[config.mk]
export PLATFORM = sky130hd
export DESIGN_NAME = fetch_unit
export DESIGN_NICKNAME = d
export VERILOG_FILES = /design/src/rtl/fetch_unit_pkg.sv /design/src/rtl/fetch_unit.sv
export SDC_FILE = /design/constraint.sdc
export NUM_CORES = 1
export LEC_CHECK = 0
export BUFFER_PORTS_ARGS = -buffer_cell sky130_fd_sc_hd__buf_2
export CAP_MARGIN = 20
export CORE_ASPECT_RATIO = 1.25
export CORE_MARGIN = 3
export CORE_UTILIZATION = 55
export CTS_BUF_LIST = sky130_fd_sc_hd__clkbuf_4 sky130_fd_sc_hd__clkbuf_8 sky130_fd_sc_hd__clkbuf_16
export DETAILED_ROUTE_END_ITERATION = 16
export HOLD_SLACK_MARGIN = 0.06
export PLACE_DENSITY = 0.83
export REMOVE_ABC_BUFFERS = 1
export SETUP_SLACK_MARGIN = 0.02
export SKIP_LAST_GASP = 1
export SLEW_MARGIN = 10
export SYNTH_ARGS = -nofsm -noshare
export SYNTH_HDL_FRONTEND = slang
export SYNTH_SLANG_ARGS = --single-unit
[constraint.sdc]
create_clock -name CLK -period 7.6 [get_ports CLK]
set_clock_uncertainty 0.15 [all_clocks]
set_input_delay 1.52 -clock CLK [delete_from_list [all_inputs] [get_ports CLK]]
set_output_delay 1.52 -clock CLK [all_outputs]
set_load 0.05 [all_outputs]
[src/rtl/fetch_unit_pkg.sv]
// rtl/fetch_unit_pkg.sv - shared fetch FSM state type and instruction field constants
//
// Purpose : types and constants shared by the fetch unit and its neighbours
//           (control unit decode uses the opcode field position and opcodes).
// Contents: state_t      - fetch FSM state encoding
//           OPCODE_MSB/LSB - opcode field position inside an instruction word
//           OPCODE_J/M   - opcode values referenced by the control unit
package fetch_unit_pkg;

    typedef enum logic [1:0] {
        S_IDLE  = 2'd0,
        S_REQ   = 2'd1,
        S_VALID = 2'd2,
        S_ERR   = 2'd3
    } state_t;

    localparam int OPCODE_MSB = 31;
    localparam int OPCODE_LSB = 27;

    localparam logic [4:0] OPCODE_J = 5'b00011;
    localparam logic [4:0] OPCODE_M = 5'b00100;

endpackage

[src/rtl/fetch_unit.sv]
// rtl/fetch_unit.sv - instruction fetch FSM with PC update and optional ack timeout
//
// Purpose : fetches one instruction word at a time from instruction memory,
//           presents it downstream with a valid/ready handshake and computes
//           the next PC (sequential, absolute redirect or PC-relative redirect)
//           when the instruction is consumed.
// Config  : `define FETCH_TIMEOUT_EN to enable the ack wait limit. With it, a
//           request left unacknowledged for TIMEOUT_CYCLES cycles parks the
//           unit in ERR with fetch_err set until RST. Without it, fetch_err is
//           constant 0 and a request waits indefinitely.
// Ports   : CLK, RST              - clock, synchronous active-high reset
//           imem_req/imem_addr    - memory read request and word address
//           imem_ack/imem_rdata   - memory read completion and data
//           instr/opcode/pc_out   - registered instruction, its opcode and address
//           instr_valid/instr_ready - downstream handshake
//           pcSrc/C_offset/redirect_imm - next-PC control, used on handshake only
//           fetch_err             - sticky timeout flag
module fetch_unit
    import fetch_unit_pkg::*;
#(
    parameter logic [31:0] RESET_PC       = 32'h0000_0000,
    parameter int unsigned TIMEOUT_CYCLES = 16
) (
    input  logic        CLK,
    input  logic        RST,
    output logic        imem_req,
    output logic [31:0] imem_addr,
    input  logic        imem_ack,
    input  logic [31:0] imem_rdata,
    output logic [31:0] instr,
    output logic [4:0]  opcode,
    output logic [31:0] pc_out,
    output logic        instr_valid,
    input  logic        instr_ready,
    input  logic        pcSrc,
    input  logic        C_offset,
    input  logic [31:0] redirect_imm,
    output logic        fetch_err
);

    state_t      state;
    logic [31:0] pc;
    logic [31:0] next_pc;

    // The PC register is the request address; it only changes while no
    // request is outstanding, so the address stays stable through REQ.
    assign imem_addr = pc;
    assign opcode    = instr[OPCODE_MSB:OPCODE_LSB];

    // Next PC is relative to the consumed instruction's address, not to the
    // PC register (which already equals pc_out in VALID, but pc_out is the
    // architectural reference).
    always_comb begin
        next_pc = pc_out + 32'd1;
        if (pcSrc) begin
            if (C_offset) begin
                next_pc = pc_out + 32'd1 + redirect_imm;
            end else begin
                next_pc = redirect_imm;
            end
        end
    end

`ifdef FETCH_TIMEOUT_EN
    logic [31:0] wait_cnt;
    logic        err_q;
    assign fetch_err = err_q;
`else
    logic unused_cfg;
    assign unused_cfg = (TIMEOUT_CYCLES != 0);
    assign fetch_err  = 1'b0;
`endif

    always_ff @(posedge CLK) begin
        if (RST) begin
            state       <= S_IDLE;
            pc          <= RESET_PC;
            imem_req    <= 1'b0;
            instr       <= 32'h0;
            pc_out      <= RESET_PC;
            instr_valid <= 1'b0;
`ifdef FETCH_TIMEOUT_EN
            wait_cnt    <= 32'd0;
            err_q       <= 1'b0;
`endif
        end else begin
            case (state)
                S_IDLE: begin
                    state    <= S_REQ;
                    imem_req <= 1'b1;
`ifdef FETCH_TIMEOUT_EN
                    wait_cnt <= 32'd0;
`endif
                end
                S_REQ: begin
                    if (imem_ack) begin
                        instr       <= imem_rdata;
                        pc_out      <= pc;
                        instr_valid <= 1'b1;
                        imem_req    <= 1'b0;
                        state       <= S_VALID;
                    end
`ifdef FETCH_TIMEOUT_EN
                    else if (wait_cnt == TIMEOUT_CYCLES - 1) begin
                        imem_req <= 1'b0;
                        err_q    <= 1'b1;
                        state    <= S_ERR;
                    end else begin
                        wait_cnt <= wait_cnt + 32'd1;
                    end
`endif
                end
                S_VALID: begin
                    // instr_valid is always 1 here, so ready alone is the handshake.
                    if (instr_ready) begin
                        instr_valid <= 1'b0;
                        pc          <= next_pc;
                        imem_req    <= 1'b1;
                        state       <= S_REQ;
`ifdef FETCH_TIMEOUT_EN
                        wait_cnt    <= 32'd0;
`endif
                    end
                end
                S_ERR: begin
                    state <= S_ERR;
                end
                default: begin
                    state <= S_IDLE;
                end
            endcase
        end
    end

endmodule

Word-level counts from Yosys, hierarchy flattened. Index checks and enable logic that the tools add are counted.

Output and inout bits: 104. Register bits: 100. Word-level logic and storage cells: 32. Input port bits: 70.

Equality and inequality tests: 5. Multiplexer cells: 11. Add/sub/neg operators: 2. Reductions and logical operators: 8.

Operators by type and width (count): 2-to-1 mux 32 bit (2); adder 32 x 1 -> 32 bit (second input constant) (1); adder 32 bit (1); one-hot mux 2 bit (4 select lines) (1); AND reduction 2 bit (3); AND reduction 3 bit (2); equality test 2 bit (second input constant) (2); 2-to-1 mux 1 bit (4); 2-to-1 mux 2 bit (2); != test 2 bit (second input constant) (2); one-hot mux 1 bit (3 select lines) (1); nonzero test 3 bit (1); equality test 2 x 1 -> 1 bit (second input constant) (1); logical NOT 2 bit (1); one-hot mux 1 bit (2 select lines) (1); nonzero test 2 bit (1).

Logic depth before layout (Yosys ltp). Gate-level depths: netlist of run 1.

Depth in word-level cells: 4. Depth in mapped cells: 16. Mapped depth without buffers: 14.

Least setup slack after synthesis of run 1. No wires, ideal clock.

Path kind: register to register. Start point: register pc_out[0]. End point: register pc[21], in the netlist imem_addr[21]. Path buffers: 1. Clock period less this slack: 3.903 ns. Path slack: 3.697 ns. Stages on the path, launching flop included: 16. Arrival time: 3.649 ns. Required time: 7.347 ns. Library setup time: 0.103 ns. Cell sequence: dfxtp_1 > ha_1 > and3_1 > clkbuf_1 > and2_1 > nand3_1 > xnor2_1 > ha_1 > nand4_1 > or3_1 > nor4b_2 > o31ai_1 > o2bb2ai_1 > xnor2_1 > nor2_1 > a2111oi_2.

Longest elaborated chain between the ends: 4.

Ends and longest elaborated chain: start, declared (RTL line fetch_unit.sv:32) `output logic [31:0] pc_out,`; start signal, assigned (RTL line fetch_unit.sv:98) `pc_out <= pc;`; adder 32 x 1 -> 32 bit (*) (RTL line fetch_unit.sv:54, fetch_unit.sv:57); adder 32 bit (RTL line fetch_unit.sv:57) `next_pc = pc_out + 32'd1 + redirect_imm;`; 2-to-1 mux 32 bit (RTL line fetch_unit.sv:56) `if (C_offset) begin`; 2-to-1 mux 32 bit (*) (RTL line fetch_unit.sv:55) `if (pcSrc) begin`; end signal, assigned (RTL line fetch_unit.sv:117) `pc <= next_pc;`; end, declared (RTL line fetch_unit.sv:42) `logic [31:0] pc;`.

Every way passes the cells marked *; elsewhere a longest branch is shown, timed or not. A chain may end at the register's enable or synchronous reset.

Worst setup path in the final report of run 1.
Start point: register pc_out[3]. End point: register pc[30], in the netlist imem_addr[30].

Same word-level chain as after synthesis.

==> impl_metrics.py, run 1 <==
metrics = {
    "hold_path": {
        "hold_start": "instr[11]$_SDFFE_PP0P_",
        "hold_class": "flip-flop to flip-flop",
    },
    "placement": {
        "port_buffers": 172,
        "hpwl_um": 15200,
        "pre_cts_ws_ps": 3460,
        "gp_congestion": 1.01,
    },
    "setup_path": {
        "critical_path_class": "flip-flop to flip-flop",
        "crit_path_start_kind": "flip-flop",
        "critPathMaxFanout": 9,
        "slowest_stage": "dfxtp_1",
        "worstPathArrival_ps": 4100,
        "path_cells": "and4_1 > and4_1 > nand2_1 > nor2_1 > xor2_1 > ha_1 > nand2_1 > o21ai_1 > nor3b_1 > nand3b_1 > o21ai_1 > o31ai_1 > o41ai_1 > a211oi_1",
        "worst_setup_path_end_kind": "flip-flop",
        "critPathMaxStageDelay_ps": 440,
        "reg2reg_slack_ps": 3560,
        "crit_family": "simple AND/OR/NAND/NOR gates",
        "cp_data_required_time_ps": 7660,
        "crit_start": "pc_out[3]$_SDFFE_PP0P_",
        "reg2reg_from": "pc_out[3]$_SDFFE_PP0P_",
        "crit_buf_inv": 0,
    },
    "route": {
        "wl_met2_um": 9780,
        "vias": 6923,
        "first_iter_violations": 437,
        "via_per_inst": 5.97,
        "ant_nets": 0,
        "top_layer": "met4",
        "wl_per_cell_um": 17.4,
        "drc_errors": 0,
        "totalWireLength_um": 20200,
        "dr.pass1.iters": 6,
        "dr_wl_met3_um": 1720,
        "wl_met1_um": 7570,
    },
    "synth": {
        "synth_edf_count": 0,
        "ys_ff_latch": 100,
        "yosys.area.top_type": "dfxtp_1",
        "syn-cell-area_mm2": 0.00654,
        "ys_top_cells_by_count": "nand2_1, a21oi_1, dfxtp_1",
        "synth_warnings": 0,
        "postSynthAreaPerCell_um2": 7.55,
        "synth_seq_area_share": 0.306,
        "synth.area.top_cells": "dfxtp_1, nand2_1, a21oi_1",
        "async_flop_share": 0,
        "netlist.area_leader.share": 0.306,
        "synthCells": 866,
        "synth_cell_types": 68,
        "yosysMostFrequentCell": "nand2_1",
        "ys.flop_type": "dfxtp_1",
    },
    "die": {
        "io_pins": 174,
        "fp.dieW_um": 104,
        "fp.coreArea_mm2": 0.0114,
        "floorplan.rows": 43,
        "die-area_mm2": 0.0132,
        "start_util": 0.576,
        "die_h_um": 128,
    },
    "sta": {
        "grt_setup_unrepaired": "no",
        "layout_min_cycle_time_ps": 4040,
        "maxSlewViolCount": 0,
        "tightestPinTransition_ps": 847,
        "clock.fmax_ghz": 0.248,
        "postLayoutSetupSlackWorst_ps": 3560,
        "hold_slack_ps": 301,
        "slew_headroom": 0.435,
        "tns_ps": 0,
        "setup_viol": 0,
        "period_share": 0.531,
        "hold_violations": 0,
    },
    "run_status": {
        "status": "complete, no violations",
    },
    "finish": {
        "finalNetCount": 1107,
        "drive_above_1_share": 0.213,
        "seq_area_mm2": 0.00200,
        "diodes": 0,
        "multiInputGateArea_mm2": 0.00424,
        "area_growth_pct": 17.6,
        "fill_cells": 1065,
    },
    "clocking": {
        "hold_buffers": 0,
        "cts_tree": "done",
        "clock-sinks": 100,
        "ctsResizeCount": 0,
        "cts_buffers": 9,
        "cts_setup_buffers": 0,
        "insertion_delay_ps": 350,
        "cts_root_buf": "clkbuf_16",
        "cts.htree.levels": 3,
        "clk_pin_slew_ps": 70,
        "clock_tree.buffer_depth": 2,
    },
    "power_and_ir_drop": {
        "leakage_nw": 3.49,
        "vdd_drop_max_v": 0.000130,
        "powerDensity_mw_per_mm2": 163,
    },
    "grt": {
        "antenna_found_initial": 0,
        "grt_pass1_vias": 6516,
        "gr-total-overflow": 0,
        "grt_use_total": 0.296,
        "grt_pass1_wl_um": 32100,
        "grt_max_degree": 48,
    },
    "flow_run": {
        "drv_cap": 0,
    },
}
[cell usage in the layout (no fill, tap or decap), types with 4 or more instances in the layout]
| cell type | instances |
|---|---|
| nand2_1 | 184 |
| buf_2 | 172 |
| a21oi_1 | 114 |
| dfxtp_1 | 100 |
| nor2_1 | 53 |
| xnor2_1 | 42 |
| ha_1 | 39 |
| o21ai_0 | 30 |
| a21o_1 | 24 |
| nand3_1 | 21 |
| a211oi_1 | 18 |
| o21ai_1 | 14 |
| xor2_1 | 13 |
| nor3_1 | 13 |
| nand4_1 | 13 |
| o22ai_1 | 13 |
| and3_1 | 10 |
| inv_1 | 9 |
| clkbuf_16 | 9 |
| mux2i_1 | 8 |
| and4_1 | 7 |
| o31ai_1 | 7 |
| o21a_1 | 6 |
| buf_4 | 5 |
| and2_1 | 4 |
[layout make-up]
| cell class | instances | share of cell area |
|---|---|---|
| multi-input cells | 700 | 0.552 |
| clock buffers | 10 | 0.0311 |
| flip-flops and latches | 100 | 0.260 |
| inverters | 9 | 0.00440 |
| well taps | 157 | 0.0256 |
| repair buffers | 177 | 0.117 |
| clock inverters | 6 | 0.00993 |
[state kept, by name (all words and copies together), names as in the netlist]
| name | cells |
|---|---|
| imem_addr | 32 |
| imem_req | 1 |
| instr | 32 |
| instr_valid | 1 |
| pc_out | 32 |
| state | 2 |
[where the power goes]
part           switching (W)  internal [W]
combinational       0.000156     0.0000648
sequential         0.0000114      0.000539
clock               0.000214      0.000270
[tightest hold or removal path, cell delays in order, from the launching register on]
cell and delay, ps:
dfxtp_1 300, nand2_1 50, a21oi_1 50
[cells by family after synthesis]
logic type	Yosys count	share of synthesized area
simple gates	329	0.228
compound gates	266	0.253
flops	100	0.306
buf+inv	66	0.0469
xor+xnor	55	0.0737
fa+ha+maj	40	0.0777
mux	9	0.0145
other cells	1	0.000574
[worst paths after layout]
| check | end | depth (start not counted) |
|---|---|---|
| worst max-delay path | imem_addr[30]$_SDFFE_PP0P_ | 14 |
| worst min-delay path | instr[11]$_SDFFE_PP0P_ | 2 |
| worst max register to register | imem_addr[30]$_SDFFE_PP0P_ | 14 |
| worst min register to register | instr[11]$_SDFFE_PP0P_ | 2 |
[per-layer routing]
layer  vias up  GRT usage
met5         -          0
met4         0      0.154
met3        82     0.0700
met2       337      0.523
met1      3168      0.333
li1       3336          -
[through the flow]
step | instance area, um2 | total power (W) | util | instances
after detailed placement | 7370 | 0.000780 | 0.649 | 1143
after global placement | 7370 | 0.000778 | 0.649 | 1143
after CTS | 7690 | 0.00126 | 0.677 | 1159
after global routing | 7690 | 0.00131 | 0.677 | 1159
after floorplan | 6260 | 0.000700 | - | 809
final | 7690 | 0.00126 | 0.677 | 1159
(Power assumes the default switching activity.)
==> run 2: changes to the inputs <==
- CORE_UTILIZATION: 55 -> 54
- PLACE_DENSITY: 0.83 -> 0.82
- clock period: 7.6 -> 4 ns (I/O delays scaled with it)
==> impl_metrics.py, run 2 (synthesized netlist as in run 1, its figures left out) <==
metrics = {
    "finish": {
        "drive_above_1_share": 0.233,
        "fill_cells": 1078,
        "final_cell_mix": "nand2_1, buf_2, a21oi_1",
        "area_growth_pct": 19.6,
        "seq_area_mm2": 0.00200,
        "diodes": 0,
        "final_area_mm2": 0.00782,
        "multiInputGateArea_mm2": 0.00427,
        "layout_commonest_cell": "nand2_1",
        "finalNetCount": 1123,
    },
    "setup_path": {
        "critPathMaxFanout": 7,
        "reg2reg_depth": 14,
        "reg2reg_slack_ps": 250,
        "worst_setup_path_end_kind": "flip-flop",
        "crit_path_start_kind": "flip-flop",
        "crit_family": "simple AND/OR/NAND/NOR gates",
        "path_cells": "and4_1 > and3_4 > and2_1 > nand3_1 > xnor2_1 > ha_2 > nand4_1 > or3_1 > nor4b_2 > nor3_1 > xor2_1 > nand2_1 > o21ai_1 > a2111oi_1",
        "critical_path_class": "flip-flop to flip-flop",
        "reg2reg_from": "pc_out[3]$_SDFFE_PP0P_",
        "worstPathArrival_ps": 3830,
        "cp_data_required_time_ps": 4080,
        "reg2reg_to": "imem_addr[17]$_SDFFE_PP0P_",
        "slowest_stage": "ha_2",
        "cp.depth": 14,
        "crit_buf_inv": 0,
        "critPathMaxStageDelay_ps": 420,
    },
    "clocking": {
        "clock_tree.buffer_depth": 2,
        "cts_tree": "done",
        "clock-sinks": 100,
        "cts_root_buf": "clkbuf_16",
        "clk_pin_slew_ps": 70,
        "insertion_delay_ps": 350,
        "cts.htree.levels": 3,
        "cts_buffers": 9,
    },
    "power_and_ir_drop": {
        "pwr-share-clk": 0.370,
        "powerDensity_mw_per_mm2": 298,
        "p_seq_frac": 0.448,
        "comb_power_share": 0.182,
        "switching_share": 0.318,
        "vdd_drop_max_v": 0.000274,
        "internal-power_w": 0.00159,
        "leakage_nw": 3.56,
        "power_switching_w": 0.000740,
        "power_w": 0.00233,
    },
    "sta": {
        "tightestPinTransition_ps": 932,
        "layout_min_cycle_time_ps": 3750,
        "maxSlewViolCount": 0,
        "clock.fmax_ghz": 0.267,
        "grt_setup_unrepaired": "no",
        "setup_viol": 0,
        "slew_headroom": 0.377,
        "hold_violations": 0,
        "period_share": 0.938,
        "tns_ps": 0,
    },
    "route": {
        "top_layer": "met4",
        "totalWireLength_um": 20000,
        "dr.pass1.iters": 5,
        "vias": 6868,
        "via_per_inst": 5.83,
        "ant_nets": 0,
        "dr_wl_met3_um": 1490,
        "wl_met2_um": 9700,
        "wl_met1_um": 7800,
        "drc_errors": 0,
        "first_iter_violations": 358,
        "wl_per_cell_um": 16.9,
    },
    "grt": {
        "grt_pass1_wl_um": 31300,
        "grt_use_total": 0.287,
        "grt_max_degree": 45,
        "gr-total-overflow": 0,
        "grt_pass1_vias": 6398,
        "antenna_found_initial": 0,
    },
    "die": {
        "io_pins": 174,
        "die-area_mm2": 0.0135,
        "die_h_um": 129,
        "fp.coreArea_mm2": 0.0117,
        "start_util": 0.557,
        "floorplan.rows": 44,
        "fp.dieW_um": 104,
    },
    "hold_path": {
        "hold_start": "instr[21]$_SDFFE_PP0P_",
        "hold_class": "flip-flop to flip-flop",
        "hold_depth": 2,
        "hold_end": "instr[21]$_SDFFE_PP0P_",
    },
    "run_status": {
        "status": "complete, no violations",
    },
    "placement": {
        "port_buffers": 172,
        "hpwl_um": 15500,
        "gp_congestion": 0.959,
        "postPlaceCellArea_mm2": 0.00749,
    },
    "flow_run": {
        "drv_cap": 0,
    },
}
[run 2: stage by stage]
| step | util | cells | hold slack [ps] | worst slack, ps |
|---|---|---|---|---|
| global placement | 0.639 | 1162 | 289 | 205 |
| floorplan | - | 809 | 355 | 168 |
| global route | 0.667 | 1179 | 324 | 19.6 |
| CTS | 0.664 | 1178 | 305 | 102 |
| finish | 0.667 | 1179 | 303 | 248 |
| detailed placement | 0.639 | 1162 | 294 | 130 |
[run 2: cell type report]
type | instances | area share
clock inverters | 7 | 0.00864
well taps | 161 | 0.0258
clock buffers | 9 | 0.0288
multi-input cells | 700 | 0.546
inverters | 9 | 0.00432
repair buffers | 193 | 0.130
flip-flops and latches | 100 | 0.256
[run 2: worst max path at each step]
stage | from | end | slack (ps)
floorplan | pc_out[11]$_SDFFE_PP0P_ | imem_addr[31]$_SDFFE_PP0P_ | 170
global placement | pc_out[1]$_SDFFE_PP0P_ | imem_addr[30]$_SDFFE_PP0P_ | 200
detailed placement | pc_out[1]$_SDFFE_PP0P_ | imem_addr[17]$_SDFFE_PP0P_ | 130
CTS | pc_out[1]$_SDFFE_PP0P_ | imem_addr[17]$_SDFFE_PP0P_ | 100
global route | pc_out[3]$_SDFFE_PP0P_ | imem_addr[21]$_SDFFE_PP0P_ | 20
finish | pc_out[3]$_SDFFE_PP0P_ | imem_addr[17]$_SDFFE_PP0P_ | 250
[run 2: per-layer routing]
layer | global-route usage | vias to the layer above
met5 | 0 | -
met4 | 0.153 | 0
met1 | 0.328 | 3164
met2 | 0.500 | 270
met3 | 0.0667 | 61
li1 | - | 3373
[run 2: power by group through the flow]
stage	combinational, W	sequential, W	clock, W
5_1_grt	0.000457	0.00105	0.000918
2_1_floorplan	0.000164	0.00117	0
4_1_cts	0.000422	0.00104	0.000869
3_5_place_dp	0.000421	0.00107	0
3_3_place_gp	0.000415	0.00107	0
6_report	0.000424	0.00104	0.000861
[run 2: worst min-delay path: stages (launching register included)]
cell and delay [ps]:
dfxtp_1 310, nand2_1 50, a21oi_1 50
[run 2: what timing repair did]
| action | 4_1_cts | 5_1_grt |
|---|---|---|
| hold buffers | 0 | 0 |
| endpoints found under the setup margin | 0 | 9 |
| gates resized for setup | 0 | 11 |
| setup buffers | 0 | 1 |
==> run 3: changes to the inputs <==
- ABC_AREA: not set -> 1
- CORE_UTILIZATION: 54 -> 55
- PLACE_DENSITY: 0.82 -> 0.81
==> impl_metrics.py, run 3 <==
metrics = {
    "clocking": {
        "clk_pin_slew_ps": 70,
        "cts_tree": "done",
        "cts_buffers": 9,
        "ctsResizeCount": 0,
        "clock-sinks": 100,
        "cts_setup_buffers": 0,
        "insertion_delay_ps": 360,
        "cts_root_buf": "clkbuf_16",
        "hold_buffers": 0,
        "cts.htree.levels": 3,
        "clock_tree.buffer_depth": 2,
    },
    "die": {
        "start_util": 0.566,
        "fp.coreArea_mm2": 0.0133,
        "die_h_um": 137,
        "io_pins": 174,
        "floorplan.rows": 47,
        "die-area_mm2": 0.0151,
        "fp.dieW_um": 111,
    },
    "synth": {
        "postSynthAreaPerCell_um2": 6.09,
        "synth_warnings": 0,
        "ys_ff_latch": 100,
        "synth_edf_count": 0,
        "synth.area.top_cells": "dfxtp_1, nand2_1, a21oi_1",
        "synth_cell_types": 42,
        "synth_seq_area_share": 0.266,
        "yosysMostFrequentCell": "nand2_1",
        "ys_top_cells_by_count": "nand2_1, inv_1, nor2_1",
        "synthCells": 1235,
        "syn-cell-area_mm2": 0.00752,
        "ys.flop_type": "dfxtp_1",
        "yosys.area.top_type": "dfxtp_1",
        "async_flop_share": 0,
        "netlist.area_leader.share": 0.266,
    },
    "setup_path": {
        "reg2reg_from": "pc_out[1]$_SDFFE_PP0P_",
        "worst_setup_path_end_kind": "flip-flop",
        "crit_start": "pc_out[1]$_SDFFE_PP0P_",
        "worstSetupEndpoint": "imem_addr[21]$_SDFFE_PP0P_",
        "crit_path_start_kind": "flip-flop",
        "reg2reg_slack_ps": 330,
        "worstPathArrival_ps": 3810,
        "cp_data_required_time_ps": 4140,
        "critical_path_class": "flip-flop to flip-flop",
        "reg2reg_depth": 19,
        "critPathMaxFanout": 6,
        "reg2reg_to": "imem_addr[21]$_SDFFE_PP0P_",
    },
    "finish": {
        "seq_area_mm2": 0.00200,
        "finalNetCount": 1488,
        "fill_cells": 1311,
        "layout_commonest_cell": "nand2_1",
        "multiInputGateArea_mm2": 0.00471,
        "diodes": 0,
        "drive_above_1_share": 0.184,
        "area_growth_pct": 16.4,
        "final_cell_mix": "nand2_1, buf_2, inv_1",
    },
    "route": {
        "first_iter_violations": 680,
        "drc_errors": 0,
        "wl_per_cell_um": 16.1,
        "vias": 8418,
        "totalWireLength_um": 25000,
        "dr.pass1.iters": 6,
        "via_per_inst": 5.42,
        "ant_nets": 0,
    },
    "flow_run": {
        "drv_cap": 0,
    },
    "placement": {
        "port_buffers": 172,
        "hpwl_um": 19500,
        "gp_congestion": 1.00,
    },
    "sta": {
        "hold_violations": 0,
        "layout_min_cycle_time_ps": 3670,
        "slew_headroom": 0.335,
        "clock.fmax_ghz": 0.272,
        "maxSlewViolCount": 0,
        "tns_ps": 0,
        "setup_viol": 0,
        "period_share": 0.918,
        "tightestPinTransition_ps": 998,
        "grt_setup_unrepaired": "no",
        "hold_slack_ps": 310,
    },
    "grt": {
        "grt_pass1_wl_um": 38700,
        "grt_max_degree": 51,
        "grt_pass1_vias": 7655,
        "grt_use_total": 0.319,
        "gr-total-overflow": 0,
        "antenna_found_initial": 0,
    },
    "power_and_ir_drop": {
        "comb_power_share": 0.277,
        "leakage_nw": 4.67,
        "p_seq_frac": 0.397,
        "powerDensity_mw_per_mm2": 313,
        "internal-power_w": 0.00170,
        "vdd_drop_max_v": 0.000253,
        "switching_share": 0.380,
        "power_switching_w": 0.00104,
        "pwr-share-clk": 0.325,
    },
    "hold_path": {
        "hold_class": "flip-flop to flip-flop",
    },
    "run_status": {
        "status": "complete, no violations",
    },
}
run 3: worst min-delay path by stage:
stage | from | endpoint | slack, ps | depth (start not counted)
4_1_cts | instr[6]$_SDFFE_PP0P_ | instr[6]$_SDFFE_PP0P_ | 310 | 2
3_3_place_gp | instr[14]$_SDFFE_PP0P_ | instr[14]$_SDFFE_PP0P_ | 300 | 2
2_1_floorplan | state[0]$_SDFFE_PP0P_ | imem_req$_SDFFE_PP0P_ | 330 | 3
6_report | instr[14]$_SDFFE_PP0P_ | instr[14]$_SDFFE_PP0P_ | 310 | 2
3_5_place_dp | instr[6]$_SDFFE_PP0P_ | instr[6]$_SDFFE_PP0P_ | 300 | 2
5_1_grt | instr[6]$_SDFFE_PP0P_ | instr[6]$_SDFFE_PP0P_ | 330 | 2
run 3: cells by family after synthesis:
logic type,count (synthesis),share of synthesized area
simple gates,621,0.359
compound gates,237,0.164
buf+inv,210,0.109
flops,100,0.266
fa+ha+maj,40,0.0676
xor+xnor,26,0.0333
other cells,1,0.000499
run 3: final cells by class:
class / count / area share
Timing Repair Buffer: 180 / 0.105
Inverter: 162 / 0.0697
Clock inverter: 7 / 0.00773
Clock buffer: 9 / 0.0258
Tap cell: 171 / 0.0245
Multi-Input combinational cell: 925 / 0.538
Sequential cell: 100 / 0.229
run 3: critical path, cell delays in order (launching register included):
cell and delay [ps]:
dfxtp_1 460, ha_1 350, nand2_1 120, inv_2 100
nand2_1 130, nor2_2 250, xor2_1 290, inv_1 80
ha_1 350, nand2_1 100, nor2_1 290, and3_1 210
nand2_1 60, nand2_1 190, nand2_1 120, nand2_1 80
nand2_1 50, nand3_1 60, nand2_1 50, a21oi_1 120
run 3: metal layers:
layer | vias to the layer above | GRT usage | wire, um
li1 | 4202 | - | -
met5 | - | 0 | 0
met3 | 69 | 0.0442 | 1660
met2 | 344 | 0.543 | 11800
met4 | 0 | 0.156 | 1180
met1 | 3803 | 0.397 | 10300
run 3: per-stage QoR:
step	total power, W	util	worst slack (ps)	instance area, um2	std cells
4_1_cts	0.00274	0.658	449	8750	1554
3_5_place_dp	0.00186	0.636	485	8450	1538
2_1_floorplan	0.00162	-	487	7310	1187
3_3_place_gp	0.00185	0.636	543	8450	1538
6_report	0.00274	0.658	327	8750	1554
5_1_grt	0.00285	0.658	101	8750	1554
run 3: power groups by stage:
stage               Combinational, W  Sequential (W)  Clock [W]
floorplan                   0.000358         0.00126          0
global route                0.000832         0.00109   0.000930
detailed placement          0.000752         0.00111          0
finish                      0.000759         0.00109   0.000891
global placement            0.000746         0.00111          0
CTS                         0.000755         0.00109   0.000897
